[config.mk]
export PLATFORM = sky130hd
export DESIGN_NAME = intersection_controller
export DESIGN_NICKNAME = d
export VERILOG_FILES = /design/src/rtl/intersection_controller_pkg.sv /design/src/rtl/intersection_controller_timer.sv /design/src/rtl/intersection_controller.sv
export SDC_FILE = /design/constraint.sdc
export NUM_CORES = 1
export LEC_CHECK = 0
export ABC_AREA = 1
export CAP_MARGIN = 10
export CELL_PAD_IN_SITES_DETAIL_PLACEMENT = 1
export CELL_PAD_IN_SITES_GLOBAL_PLACEMENT = 2
export CORE_MARGIN = 4
export CORE_UTILIZATION = 25
export DETAILED_ROUTE_END_ITERATION = 10
export PLACE_DENSITY_LB_ADDON = 0.1
export REMOVE_ABC_BUFFERS = 1
export SLEW_MARGIN = 10
export SYNTH_ARGS = -nofsm -noshare
export SYNTH_HDL_FRONTEND = slang
export SYNTH_SLANG_ARGS = --single-unit
[constraint.sdc]
create_clock -name Clock -period 1.43 [get_ports Clock]
set_input_delay 0.286 -clock Clock [delete_from_list [all_inputs] [get_ports Clock]]
set_output_delay 0.286 -clock Clock [all_outputs]
set_load 0.02 [all_outputs]
[src/rtl/intersection_controller_pkg.sv]
// Shared state codes, lamp encodings and phase
// duration lookup for the intersection controller.
package intersection_controller_pkg;

    typedef enum logic [2:0] {
        MAIN_GREEN  = 3'd0,
        MAIN_YELLOW = 3'd1,
        ALL_RED_A   = 3'd2,
        SIDE_GREEN  = 3'd3,
        SIDE_YELLOW = 3'd4,
        ALL_RED_B   = 3'd5
    } state_e;

    // One-hot {G,Y,R}
    localparam logic [2:0] LAMP_G = 3'b100;
    localparam logic [2:0] LAMP_Y = 3'b010;
    localparam logic [2:0] LAMP_R = 3'b001;

    function automatic int unsigned dur_m1(
        input state_e      s,
        input int unsigned min_green,
        input int unsigned yellow,
        input int unsigned all_red,
        input int unsigned side_green
    );
        case (s)
            MAIN_GREEN:               return min_green - 1;
            MAIN_YELLOW, SIDE_YELLOW: return yellow - 1;
            ALL_RED_A, ALL_RED_B:     return all_red - 1;
            SIDE_GREEN:               return side_green - 1;
            default:                  return min_green - 1;
        endcase
    endfunction

endpackage

[src/rtl/intersection_controller_timer.sv]
// Loadable down-counter that saturates at zero
// and flags expiry.
module phase_timer #(
    parameter int               WIDTH       = 8,
    parameter logic [WIDTH-1:0] RESET_VALUE = '0
) (
    input  logic             Clock,
    input  logic             Reset,
    input  logic             load,
    input  logic [WIDTH-1:0] load_value,
    output logic             expired
);

    logic [WIDTH-1:0] count_q;

    always_ff @(posedge Clock) begin
        if (Reset) begin
            count_q <= RESET_VALUE;
        end else if (load) begin
            count_q <= load_value;
        end else if (count_q != '0) begin
            count_q <= count_q - 1'b1;
        end
    end

    assign expired = (count_q == '0);

endmodule

[src/rtl/intersection_controller.sv]
// Two-road junction scheduler: main road rests on green,
// side road is served on request after minimum green.
module intersection_controller
    import intersection_controller_pkg::*;
#(
    parameter int MIN_GREEN       = 8,
    parameter int YELLOW_TIME     = 3,
    parameter int ALL_RED_TIME    = 2,
    parameter int SIDE_GREEN_TIME = 6,
    parameter int TIMER_WIDTH     = 8
) (
    input  logic       Clock,
    input  logic       Reset,
    input  logic       Car_Side,
    output logic       Main_Green,
    output logic       Main_Yellow,
    output logic       Main_Red,
    output logic       Side_Green,
    output logic       Side_Yellow,
    output logic       Side_Red,
    output logic [2:0] Phase,
    output logic       Side_Pending
);

    localparam int MAX_DUR_A = (MIN_GREEN > YELLOW_TIME) ? MIN_GREEN : YELLOW_TIME;
    localparam int MAX_DUR_B = (ALL_RED_TIME > SIDE_GREEN_TIME) ? ALL_RED_TIME : SIDE_GREEN_TIME;
    localparam int MAX_DUR   = (MAX_DUR_A > MAX_DUR_B) ? MAX_DUR_A : MAX_DUR_B;

    if (MIN_GREEN < 1 || YELLOW_TIME < 1 || ALL_RED_TIME < 1 ||
        SIDE_GREEN_TIME < 1 || TIMER_WIDTH < 1 || TIMER_WIDTH > 30 ||
        (MAX_DUR - 1) > ((1 << TIMER_WIDTH) - 1)) begin : g_bad_params
        $error("intersection_controller: duration does not fit timer");
    end

    state_e                 state_q;
    state_e                 state_d;
    logic                   load;
    logic                   expired;
    logic [TIMER_WIDTH-1:0] load_value;
    logic                   side_pending_q;
    logic [2:0]             main_lamp;
    logic [2:0]             side_lamp;

    phase_timer #(
        .WIDTH      (TIMER_WIDTH),
        .RESET_VALUE(TIMER_WIDTH'(MIN_GREEN - 1))
    ) u_timer (
        .Clock     (Clock),
        .Reset     (Reset),
        .load      (load),
        .load_value(load_value),
        .expired   (expired)
    );

    always_ff @(posedge Clock) begin
        if (Reset) begin
            state_q <= MAIN_GREEN;
        end else begin
            state_q <= state_d;
        end
    end

    always_comb begin
        state_d = state_q;
        case (state_q)
            MAIN_GREEN:  if (expired && (side_pending_q || Car_Side)) state_d = MAIN_YELLOW;
            MAIN_YELLOW: if (expired) state_d = ALL_RED_A;
            ALL_RED_A:   if (expired) state_d = SIDE_GREEN;
            SIDE_GREEN:  if (expired) state_d = SIDE_YELLOW;
            SIDE_YELLOW: if (expired) state_d = ALL_RED_B;
            ALL_RED_B:   if (expired) state_d = MAIN_GREEN;
            default:     state_d = MAIN_GREEN;
        endcase
        load       = (state_d != state_q);
        load_value = TIMER_WIDTH'(dur_m1(state_d, MIN_GREEN, YELLOW_TIME,
                                         ALL_RED_TIME, SIDE_GREEN_TIME));
    end

    // Entering side green serves the request, so clearing wins over a new car.
    always_ff @(posedge Clock) begin
        if (Reset) begin
            side_pending_q <= 1'b0;
        end else if (state_d == SIDE_GREEN && state_q != SIDE_GREEN) begin
            side_pending_q <= 1'b0;
        end else if (Car_Side && state_q != SIDE_GREEN) begin
            side_pending_q <= 1'b1;
        end
    end

    always_comb begin
        main_lamp = LAMP_R;
        side_lamp = LAMP_R;
        case (state_q)
            MAIN_GREEN:  main_lamp = LAMP_G;
            MAIN_YELLOW: main_lamp = LAMP_Y;
            SIDE_GREEN:  side_lamp = LAMP_G;
            SIDE_YELLOW: side_lamp = LAMP_Y;
            default: ;
        endcase
    end

    assign {Main_Green, Main_Yellow, Main_Red} = main_lamp;
    assign {Side_Green, Side_Yellow, Side_Red} = side_lamp;
    assign Phase        = state_q;
    assign Side_Pending = side_pending_q;

    a_main_onehot: assert property (@(posedge Clock) disable iff (Reset)
        $onehot({Main_Green, Main_Yellow, Main_Red}));
    a_side_onehot: assert property (@(posedge Clock) disable iff (Reset)
        $onehot({Side_Green, Side_Yellow, Side_Red}));
    a_no_conflict: assert property (@(posedge Clock) disable iff (Reset)
        !((Main_Green || Main_Yellow) && (Side_Green || Side_Yellow)));
    a_main_g2y: assert property (@(posedge Clock) disable iff (Reset)
        $fell(Main_Green) && !$past(Reset) |-> Main_Yellow);
    a_main_y2r: assert property (@(posedge Clock) disable iff (Reset)
        $fell(Main_Yellow) && !$past(Reset) |-> Main_Red && Side_Red);
    a_side_g2y: assert property (@(posedge Clock) disable iff (Reset)
        $fell(Side_Green) && !$past(Reset) |-> Side_Yellow);
    a_side_y2r: assert property (@(posedge Clock) disable iff (Reset)
        $fell(Side_Yellow) && !$past(Reset) |-> Main_Red && Side_Red);

endmodule
==> summary by stage, run 1 <==
Route
The remaining design rule violation count is 0. The average vias per placed instance is ~4.2. The DRC violation total after the first TritonRoute iteration is 9. The aggregate routed wire length is approximately 2.6 mm. Once detail routing completed, the nets flagged for antenna violations numbered 0. Dividing the detail-routed wire length by the instance count gives about 12 um.

The pre-antenna-repair detailed-routing pass consisted of 4 iterations. The via count of the routed design is 905.

Final layout
The number of non-filler instances in the completed layout is around 210. After routing the design area is between 0.001 and 0.0015 mm^2. The area added between synthesis and finish is 82.2%. Of the cells placed in the final design, the portion with a size suffix greater than 1 is 59.2%.

After filler insertion, the fill cell instance count of the layout stands at 382. The antenna diode count is 0. The final cell utilization of the core is 47.9%. The number of nets in the layout is about 180.

Logic synthesis
The post-synthesis area per instance is 6.80 um^2. The yosys synthesis warning count is 0. Sequential cells were found to cover ~30% of the synthesized design area.

The unique cell type count in the Yosys netlist is 27. Synthesis inferred 12 register bits. Synthesis produced a netlist whose cell count is ~120.

The library cell occupying the most area in the post-synthesis netlist is sky130_fd_sc_hd__dfxtp_1. After synthesis, the cell types taking the most area are sky130_fd_sc_hd__dfxtp_1 (30%), sky130_fd_sc_hd__nand2_1 (12%), sky130_fd_sc_hd__nor2_1 (8.8%), sky130_fd_sc_hd__nand3_1 (6.8%), sky130_fd_sc_hd__inv_1 (6.0%). The area of the mapped netlist is 810 um^2. The share of synthesized area in the top cell type comes to 29.7%.

Run status
The run finished, with violations left. The checks that failed: setup timing.

CTS
The TritonCTS clock tree is yes. The buffer levels on the longest clock path is 2. The clock reaches the later pin of the worst-skew pair after 0.28 ns. The clock-pin slew reported for the worst setup and hold paths after clock tree synthesis is 0.09 ns. The TritonCTS buffer count is 3. In this run, post-CTS hold repair placed 0 buffers.

In this run the clock root is driven by a sky130_fd_sc_hd__clkbuf_4. Clock tree synthesis found a total of 12 sinks. The number of H-tree branching levels is 1.

Setup path
STA classifies the critical path startpoint as a flip-flop. Among all stages on the critical path, the largest delay is contributed by sky130_fd_sc_hd__dfxtp_2. Of all nets on the critical path, the largest fanout is 5. The worst setup path is of the reg -> reg kind. The launch point of the worst reg-to-reg path is u_timer.count_q[0]. The buffers plus inverters on the worst setup path is 3. In this design, the largest share of critical-path delay is due to simple AND/OR/NAND/NOR gates. For this run, the slowest stage of the critical path takes 0.34 ns. The critical path launch point is u_timer.count_q[0]. The worst setup path is captured at a flip-flop.

The required time of the critical path is between 1.5 and 2 ns. The number of cells on the worst reg-to-reg path is 10. The worst path arrival time is 1.70 ns. The setup check on the worst reg-to-reg path leaves a slack of -0.06 ns. Traced cell by cell, the critical path runs through inv_2, ha_4, nand3_4, nor2_4, buf_12, o21ai_4, inv_2, nor2_4, nand2_4, nor3b_2. The end of the worst register-to-register path is u_timer.count_q[7].

Floorplan
The core outline area is just over 0.003 mm^2. The floorplan has 20 rows. From bottom edge to top edge, the die measures 64.9 um. The horizontal die dimension is ~65 um. 13 I/O pins were placed.

Once the floorplan was initialized, standard cells occupied 26.3% of the core. The die area is 0.00421 mm^2.

Placement
The placed instances occupy a cell area of 0.00119 mm^2. The global placement routability congestion is 0.731. In this run, placement finished with an instance count of 201. The pre-CTS worst setup slack is -0.247 ns. In this run the tool buffered the top-level ports with 12 buffer cells. The HPWL after detailed placement is 1.95 mm.

Min path
The destination of the worst hold path is Side_Pending. The worst hold path stage count is 2. The startpoint identified for the worst hold timing path is Side_Pending. The path class of the tightest hold or removal check is reg -> reg.

Timing
The final count of negative-setup-slack endpoints is 6. The final number of hold-violating endpoints is 0. The final critical path takes up 104% of the cycle.

The sum of negative setup slack is -0.219 ns. Setup slack on the critical path of the routed design comes to -0.0574 ns. For the pin with the worst max-slew slack, the measured transition is 0.267 ns. Setup repair after global routing could not meet its margin everywhere.

The tightest slew margin relative to the limit is 82.2%. Counting I/O delays and the setup requirement, the final critical path takes between 1 and 1.5 ns. The max-slew violation count is 0. The maximum operating frequency is 672 MHz. Clock skew on the completed layout was measured at 0.00853 ns.

Power
For this design the ratio of total power to cell area is 530 mW/mm^2. The worst voltage drop across the vdd grid is 0.390 mV. The leakage power of the design is 0.695 nW.

Global route
The via count of the first global-routing pass is approximately 960. The largest net degree at the start of global routing is 9. The global routing usage summed across all routing layers is 14.1%. The first-pass GRT wire length is between 4 and 5 mm. The initial antenna violation count is 0. Global routing finished with a remaining overflow of 0.

Flow run
The max capacitance violation total is 0.
[area by class of cell]
type / count / area (um^2) / area share (%)
multi-input combinational: 89 / 646 / 43.8
sequential: 12 / 250 / 17.0
inverter: 17 / 68.8 / 4.66
tap: 44 / 55.1 / 3.73
timing repair buffer: 47 / 419 / 28.4
clock buffer: 4 / 36.3 / 2.46
[where the power goes]
group	switching (mW)	total, mW	internal [mW]	leakage (nW)
Clock	0.130	0.285	0.155	0.0210
Sequential	0.00685	0.350	0.343	0.0989
Combinational	0.0733	0.148	0.0745	0.575
Total	0.210	0.782	0.572	0.695
[cell usage after synthesis (all sizes together)]
master   n
dfxtp   12
nand2   28
nor2    22
nor3b    1
nand3   13
or2      3
o21ai    6
ha       2
inv     17
a21boi   1
nand4    1
xnor2    1
xor2     3
o211ai   1
a31oi    1
nor3     5
buf      1
a21oi    1
[how the worst max path moves through the flow]
stage	end	cells past startpoint
after global routing	u_timer.count_q[0]	12
after global placement	u_timer.count_q[2]	8
after floorplan	Side_Red	3
after CTS	Side_Red	4
final	u_timer.count_q[7]	10
after detailed placement	u_timer.count_q[7]	7
[worst min-delay path, cell delays in order (launching register included)]
cell and delay (ns):
sky130_fd_sc_hd__dfxtp_1 0.36, sky130_fd_sc_hd__o211ai_1 0.10, sky130_fd_sc_hd__inv_1 0.05
[routing by layer]
layer  share of wire [%]  global-route usage, %  vias to the layer above
met2                  48                   22.7                        5
met3                 2.4                   4.16                        2
li1                    -                      -                      480
met1                  48                   18.5                      418
met4                0.81                   3.17                        0
met5                   0                      0                        -
[metrics by stage]
stage               hold WS (ns)  total power, mW
detailed placement         0.517            0.473
CTS                        0.537            0.801
floorplan                  0.358            0.422
global placement           0.520            0.469
global route               0.558            0.827
finish                     0.531            0.782
[sequential cells by signal, summed over array words and instances, names as in the netlist]
name             cells
Phase                3
u_timer.count_q      8
Side_Pending         1
[cells by family (layout without fill, tap and decap cells)]
kind of cell | Yosys count | after routing | synth area share, %
and+or+nand+nor | 73 | 73 | 45.8
buffers and inverters | 18 | 68 | 8.81
DFF | 12 | 12 | 29.7
AOI/OAI and AO/OA | 10 | 10 | 8.35
xor gates and xnor gates | 4 | 4 | 4.33
adders and majority gates | 2 | 2 | 3.09
[repair_timing]
| action | 4_1_cts | 5_1_grt |
|---|---|---|
| buffers inserted | 5 | 3 |
| endpoints found under the setup margin | 22 | 17 |
| cloned | 1 | 0 |
| pin swaps | 20 | 16 |
| gates resized for setup | 72 | 26 |
[layout by cell type (no fill, tap or decap), types with 4 or more instances in the layout]
master	Yosys	layout
sky130_fd_sc_hd__nor2_2	1	7
sky130_fd_sc_hd__buf_4	1	29
sky130_fd_sc_hd__nand3_1	11	5
sky130_fd_sc_hd__nor2_4	2	5
sky130_fd_sc_hd__nor2_1	19	10
sky130_fd_sc_hd__nand2_2	1	8
sky130_fd_sc_hd__nand2_1	25	16
sky130_fd_sc_hd__nand3_2	2	5
sky130_fd_sc_hd__inv_2	4	7
sky130_fd_sc_hd__nand2_4	2	4
sky130_fd_sc_hd__inv_1	13	8
sky130_fd_sc_hd__buf_6	0	8
sky130_fd_sc_hd__dfxtp_1	12	8
No activity file was read; power rests on OpenSTA's default activity.
==> run 2: changes to the inputs <==
==> constraint.sdc (replaced) <==
create_clock -name Clock -period 1.43 [get_ports Clock]
set_input_delay 0.429 -clock Clock [delete_from_list [all_inputs] [get_ports Clock]]
set_output_delay 0.429 -clock Clock [all_outputs]
set_load 0.02 [all_outputs]
==> run 2 against run 1 <==
Net effect: the flow still finishes with violations (setup timing); critical path depth shrank 4; clock skew grew 0.0026 ns; design area grew 3.6%; non-clock buffer count grew 2; worst hold slack gained 0.019 ns; via count grew 3.9%; critical endpoint is now Side_Red.
==> summary by stage, run 2 (synthesis gave the netlist of run 1 again) <==
Timing
The max-slew violation count came to 0. For the pin with the worst max-slew slack, the measured transition is about 0.29 ns. The final number of hold-violating endpoints is 0. The worst path in the final design needs a cycle of approximately 1.6 ns, including I/O delays and setup. The final count of negative-setup-slack endpoints is 12. The tightest slew margin relative to the limit is between 80% and 90%. Setup repair after global routing could not meet its margin everywhere.

In the final timing run, aggregate negative setup slack is -0.816 ns. Timing would allow up to 643 MHz. The fraction of the cycle the final worst path needs is 109%. Clock skew on the completed layout was measured at approximately 0.011 ns. The final worst slack is -0.126 ns.

Power
Across the VDD grid, the largest voltage drop is 0.392 mV. The leakage power of the design is 0.738 nW. The fraction of power consumed by combinational cells is 19.5%. The internal power of the cells totals 0.575 mW. The power density over cell area is 522 mW/mm^2. The part of the total power dissipated in sequential elements is 44.0%.

The clock network burns 36.5% of the power. Summed over all nets, the switching power comes to ~0.22 mW. Of the total power, the share spent switching nets is 28.0%.

Setup path
STA puts the critical path data required time at 1.00 ns. The worst path arrival time is 1.13 ns. The maximum fanout count along the critical path is 4. The worst setup path is launched from a flip-flop.

The type of destination of the critical path is an output port. The classification of the worst setup path is reg -> out. In this design, the stage delay of the slowest critical-path cell is 0.40 ns. The highest-delay cell along the critical path is sky130_fd_sc_hd__dfxtp_4. The critical path contains buffers and inverters numbering 3 combined. The flop-to-flop setup slack is -0.07 ns. The cell family contributing the most delay on the critical path is flip-flops. Traced cell by cell, the critical path runs through inv_4, nor2_4, nand2_1, inv_2, nor2_1, buf_4.

Route
The via count of the routed design is 940. In the final routed layout, each cell accounts on average for 13.3 um. The count of antenna-violating nets left after detailed routing is 0. The remaining design rule violation count is 0. The number of detailed-route iterations in the first pass is 3. The aggregate routed wire length is 2.86 mm. In the routed layout, each cell is associated on average with a via count of 4.37. In this run, the number of DRC markers left after iteration 0 of detailed routing was 10.

Floorplan
The initialized floorplan defines 20 standard-cell rows. In this run the standard cell core region covers 0.00308 mm^2. The floorplan die height is 64.9 um.

Once the floorplan was initialized, standard cells occupied 26.3% of the core. The number of primary I/O pins is 13. The die covers 0.00421 mm^2. The horizontal die dimension is 64.9 um.

Final layout
The flip-flop count of the largest register, all copies and words added is 8. The final cell utilization of the core is around half. The final cell area excluding filler cells is 0.00153 mm^2. The commonest non-fill, non-tap cell in the layout is sky130_fd_sc_hd__buf_4.

Leaving out fill and tap cells, the most frequent cells in the layout are sky130_fd_sc_hd__buf_4 (33), sky130_fd_sc_hd__nand2_1 (16), sky130_fd_sc_hd__nor2_1 (10). Summing all multi-input logic gate instances after layout gives 694 um^2. For this run, the number of standard cells in the final layout without fillers is 215. The register with the most flip-flops is u_timer.count_q. The antenna diode count is 0. The layout has 390 filler cells. The number of nets in the layout is 177. Relative to the synthesized area, the layout overhead comes to 88.7%. The share of final-layout standard cells stronger than drive strength 1 is between 60 and 70%. The flip-flop and latch area is 251 um^2.

CTS
The TritonCTS clock tree is yes. Clock latency on the worst-skew pair, taken at its later pin, is 0.29 ns. The number of sinks on the clock net is 12. The TritonCTS buffer count is 3. The number of H-tree branching levels is 1. The clock passes through at most 2 buffers. After clock tree synthesis, the flow added hold-fix buffers numbering 0. After clock tree synthesis, the clock-pin slew on the worst setup and hold paths is 0.09 ns. The cell sitting at the root of the clock tree is a sky130_fd_sc_hd__clkbuf_4.

Flow run
The max capacitance violation total is 0.

Global route
For this run, the total global-route usage over all layers was measured as between 10% and 20%. The initial antenna violation count came to 0. Entering global routing, the biggest net connects 9 pins.

The first-pass GRT wire length is approximately 4.7 mm. The overflow left after global routing is 0. The via count of the first global-routing pass is 970.

Placement
The quantity of I/O buffers inserted on ports is 12. In this run, placement finished with an instance count of 203. Once placement finished, the instance area stood at approximately 0.0012 mm^2. The wire-length estimate of the detail-placed layout is 2.01 mm. The pre-CTS worst setup slack is -0.397 ns. At the end of routability-driven placement, the weighted congestion stood at 0.745.

Run status
The checks that failed: setup timing. The flow ran to the end, but the final reports show violations.

Min path
The tightest min-delay check is of the reg -> reg type.
-- run 2: final timing paths --
path,cells after the start,end,from
setup / recovery,6,Side_Red,Phase[2]
hold / removal,2,Side_Pending,Side_Pending
setup reg to reg,11,u_timer.count_q[1],u_timer.count_q[0]
hold reg to reg,2,Side_Pending,Side_Pending
-- run 2: layer usage --
layer / GRT usage [%] / wire, um / vias to the layer above
met5: 0 / 0 / -
met4: 2.37 / 19 / 0
met3: 3.64 / 56 / 4
met2: 24.0 / 1430 / 5
met1: 18.8 / 1350 / 451
li1: - / - / 480
-- run 2: metrics by stage --
stage          total power [mW]  hold slack (ns)
4_1_cts                   0.800            0.552
5_1_grt                   0.845            0.589
6_report                  0.798            0.550
3_5_place_dp              0.478            0.524
3_3_place_gp              0.473            0.515
2_1_floorplan             0.422            0.464
-- run 2: power by group through the flow --
stage               Sequential, mW  Clock (mW)  Combinational, mW
floorplan                    0.362           0             0.0604
global placement             0.359           0              0.113
detailed placement           0.360           0              0.118
CTS                          0.352       0.302              0.146
global route                 0.352       0.324              0.169
finish                       0.351       0.291              0.155
-- run 2: cell type report --
type                    instances  share of cell area [%]
flip-flops and latches         12                    16.5
repair buffers                 49                    27.8
multi-input cells              89                    45.5
clock buffers                   4                    2.38
inverters                      17                    4.34
well taps                      44                    3.60
-- run 2: worst min-delay path, stage by stage, from the launching register on --
cell,delay [ns]
sky130_fd_sc_hd__dfxtp_1,0.37
sky130_fd_sc_hd__o211ai_1,0.11
sky130_fd_sc_hd__inv_1,0.05
-- run 2: repair_timing --
action / 4_1_cts / 5_1_grt
endpoints found under the setup margin: 22 / 20
cloned: 1 / 0
resized for setup: 84 / 34
pin swaps: 18 / 6
buffers inserted: 5 / 2
==> run 3: changes to the inputs <==
--- a/config.mk
+++ b/config.mk
@@ -12,6 +12,7 @@
 export CORE_MARGIN = 4
 export CORE_UTILIZATION = 25
 export DETAILED_ROUTE_END_ITERATION = 10
+export MAX_ROUTING_LAYER = met4
 export PLACE_DENSITY_LB_ADDON = 0.1
 export REMOVE_ABC_BUFFERS = 1
 export SLEW_MARGIN = 10
==> run 3 against run 2 <==
Net effect: the flow still finishes with violations (setup timing); critical path depth unchanged; register-to-register slack barely moved; fmax is 0.70% lower; final cell count is 0.47% higher; power increased by 0.97%; clock power increased by 2%; sequential share of layout area down 0.18 points; core utilization is 0.81 points higher.
==> summary by stage, run 3 (synthesis gave the netlist of run 1 again) <==
Route
Before antenna repair, the detailed router went through 4 iterations. In the routed layout, each cell is associated on average with a via count of ~4.4. The final route contains 957 vias. The aggregate routed wire length is 2.88 mm.

The per-cell routed wire length is 13.3 um. After the first detailed-routing iteration, the DRC count stood at 18. The remaining design rule violation count is 0. In this run the remaining antenna-violating nets after routing total 0.

Setup path
Following the worst setup path forward leads to its endpoint at Side_Red. For the worst setup path, the data required time is 1.00 ns. The cell family contributing the most delay on the critical path is flip-flops. Counting cells, the worst reg-to-reg path comes to 11. The end of the worst register-to-register path is u_timer.count_q[1]. In this run the worst path has a maximum fanout of 4. The critical path launch point is Phase[2].

On the worst path, the slowest cell contributes a delay of 0.40 ns. The number of buffers and inverters on the critical path is 3. The flop-to-flop setup slack is -0.08 ns. STA classifies the critical path endpoint as an output port. Traced cell by cell, the critical path runs through inv_4, nor2_4, nand2_1, inv_2, nor2_1, buf_4.

The setup path with the least slack is of type reg -> out. The slowest stage of the critical path belongs to the cell sky130_fd_sc_hd__dfxtp_4. The sort of element at the start of the critical path is a flip-flop. The critical path depth in cells is 6.

Data arrives at the worst endpoint at 1.14 ns. The worst register-to-register path begins at u_timer.count_q[0].

Floorplan
The die is 64.9 um tall. The effective utilization at floorplan is 26.3%. The die area is 0.00421 mm^2.

The total area inside the core boundary comes to 0.00308 mm^2. The number of placement rows is 20. For this design the top-level I/O count stands at 13. The horizontal die dimension is 64.9 um.

Timing
For the pin with the worst max-slew slack, the measured transition is 0.285 ns. The final number of hold-violating endpoints is 0. The clock period minus worst slack is around 1.6 ns. The tightest hold path in the finished design has a slack of 0.552 ns. Once routing completed, OpenROAD measured the worst setup slack at -0.137 ns. The fraction of the cycle the final worst path needs is 110%. The sum of negative setup slack is -0.890 ns. The final count of negative-setup-slack endpoints is 12. Based on the critical path, the design can be clocked at up to 638 MHz. Setup repair after global routing could not meet its margin everywhere. The final worst clock skew is 0.00843 ns. The max-slew violation count was 0.

The tightest slew margin relative to the limit is 81.0%.

CTS
For this design, the sink count on the clock tree is 12. The clock-pin slew reported for the worst setup and hold paths after clock tree synthesis is 0.10 ns. In this run the number of H-tree levels came out at 1. Counting along the longest clock path gives a buffer depth of 2. Clock tree synthesis inserted a total of 3 buffers. The worst-skew pair later-pin latency is between 0.2 and 0.3 ns. The TritonCTS clock tree is yes.

The post-cts hold buffer count is 0. The root buffer cell chosen for the clock tree is sky130_fd_sc_hd__clkbuf_4.

Power
The power density over cell area is 519 mW/mm^2. The leakage power of the design is 0.745 nW. The worst voltage drop across the vdd grid is about 0.4 mV.

Placement
Once detailed placement completed, the half-perimeter wirelength came to between 2 and 2.5 mm. Buffers placed on the I/O ports in this run total 12. The global placement routability congestion is about 0.75.

The number of cells after detailed placement is 203. Timing analysis after detailed placement gives a worst setup slack of -0.397 ns.

Final layout
The number of antenna diodes in the final layout is 0. In the layout the commonest cells are sky130_fd_sc_hd__buf_4 (33), sky130_fd_sc_hd__nand2_1 (16), sky130_fd_sc_hd__nor2_1 (10). The register with the most flip-flops in the layout has 8 of them. Cells with a size suffix above 1 make up between 60% and 70% of the layout.

The number of non-filler instances in the completed layout is 216. The library cell used most frequently in the layout, excluding fill and tap cells, is sky130_fd_sc_hd__buf_4. After filler insertion, the fill cell instance count of the layout stands at 390. The area added between synthesis and finish is 91.8%. At the end of the flow, the number of nets in the layout was 178. Counting flops per register, the top entry is u_timer.count_q.

Flow run
Max-cap violations in this run came to 0.

Global route
The initial antenna violation count is 0. The global routing usage summed across all routing layers is 14.8%. The via count of the first global-routing pass is 969. The overflow left after global routing is 0. The largest net degree at the start of global routing is 9. The first-pass GRT wire length is 4.66 mm.

Run status
The flow ran to the end, but the final reports show violations. The final reports fail on setup timing.

Min path
The path class of the tightest hold or removal check is reg -> reg. The startpoint of the most critical hold path is Side_Pending.
## run 3: changes by cell type in the layout (fill, tap and decap cells not counted)
| cell | previous run | this run |
|---|---|---|
| sky130_fd_sc_hd__a21oi_2 | 0 | 1 |
| sky130_fd_sc_hd__a21oi_1 | 1 | 0 |
| sky130_fd_sc_hd__nand2_4 | 5 | 4 |
| sky130_fd_sc_hd__dfxtp_1 | 7 | 6 |
| sky130_fd_sc_hd__buf_6 | 8 | 9 |
| sky130_fd_sc_hd__dfxtp_2 | 3 | 4 |
| sky130_fd_sc_hd__nand2_8 | 1 | 2 |
## run 3: repair_timing
action | CTS | global route
gates cloned | 1 | 0
hold endpoints to repair | 0 | 0
pin swaps | 18 | 9
buffers inserted | 5 | 3
resized for setup | 84 | 38
endpoints found under the setup margin | 22 | 20
## run 3: worst min-delay path, stage by stage, from the launching register on
cell and delay, ns:
sky130_fd_sc_hd__dfxtp_1 0.38, sky130_fd_sc_hd__o211ai_1 0.11, sky130_fd_sc_hd__inv_1 0.05
## run 3: stage by stage
step | cell area, um^2 | power [mW] | utilization, %
after global routing | 1550 | 0.847 | 50.4
after detailed placement | 1210 | 0.478 | 39.2
after floorplan | 802 | 0.422 | -
after CTS | 1400 | 0.800 | 45.4
after global placement | 1210 | 0.473 | 39.2
final | 1550 | 0.805 | 50.4
## run 3: worst min-delay path by stage
| stage | slack (ns) | to | cells after the start |
|---|---|---|---|
| detailed placement | 0.52 | Side_Pending | 2 |
| global placement | 0.51 | Side_Pending | 2 |
| CTS | 0.55 | Side_Pending | 2 |
| global route | 0.59 | Side_Pending | 2 |
| finish | 0.55 | Side_Pending | 2 |
| floorplan | 0.46 | u_timer.count_q[0] | 2 |
## run 3: layer usage
layer / up-vias / track usage, % / wire (um)
met5: - / - / 0
met4: 0 / 2.37 / 19
met3: 5 / 3.64 / 54
met2: 5 / 24.0 / 1470
met1: 462 / 18.9 / 1340
li1: 485 / - / -
## run 3: final cells by class
class	instances	area (um^2)	area share, %
Clock buffer	4	36.3	2.34
Inverter	17	66.3	4.27
Multi-Input combinational cell	89	707	45.5
Sequential cell	12	253	16.3
Tap cell	44	55.1	3.55
Timing Repair Buffer	50	435	28.0
## run 3: power breakdown
part,total (mW),switching (mW),internal (mW)
Combinational,0.157,0.0792,0.0780
Sequential,0.351,0.00771,0.343
Clock,0.297,0.142,0.155
Total,0.805,0.229,0.576
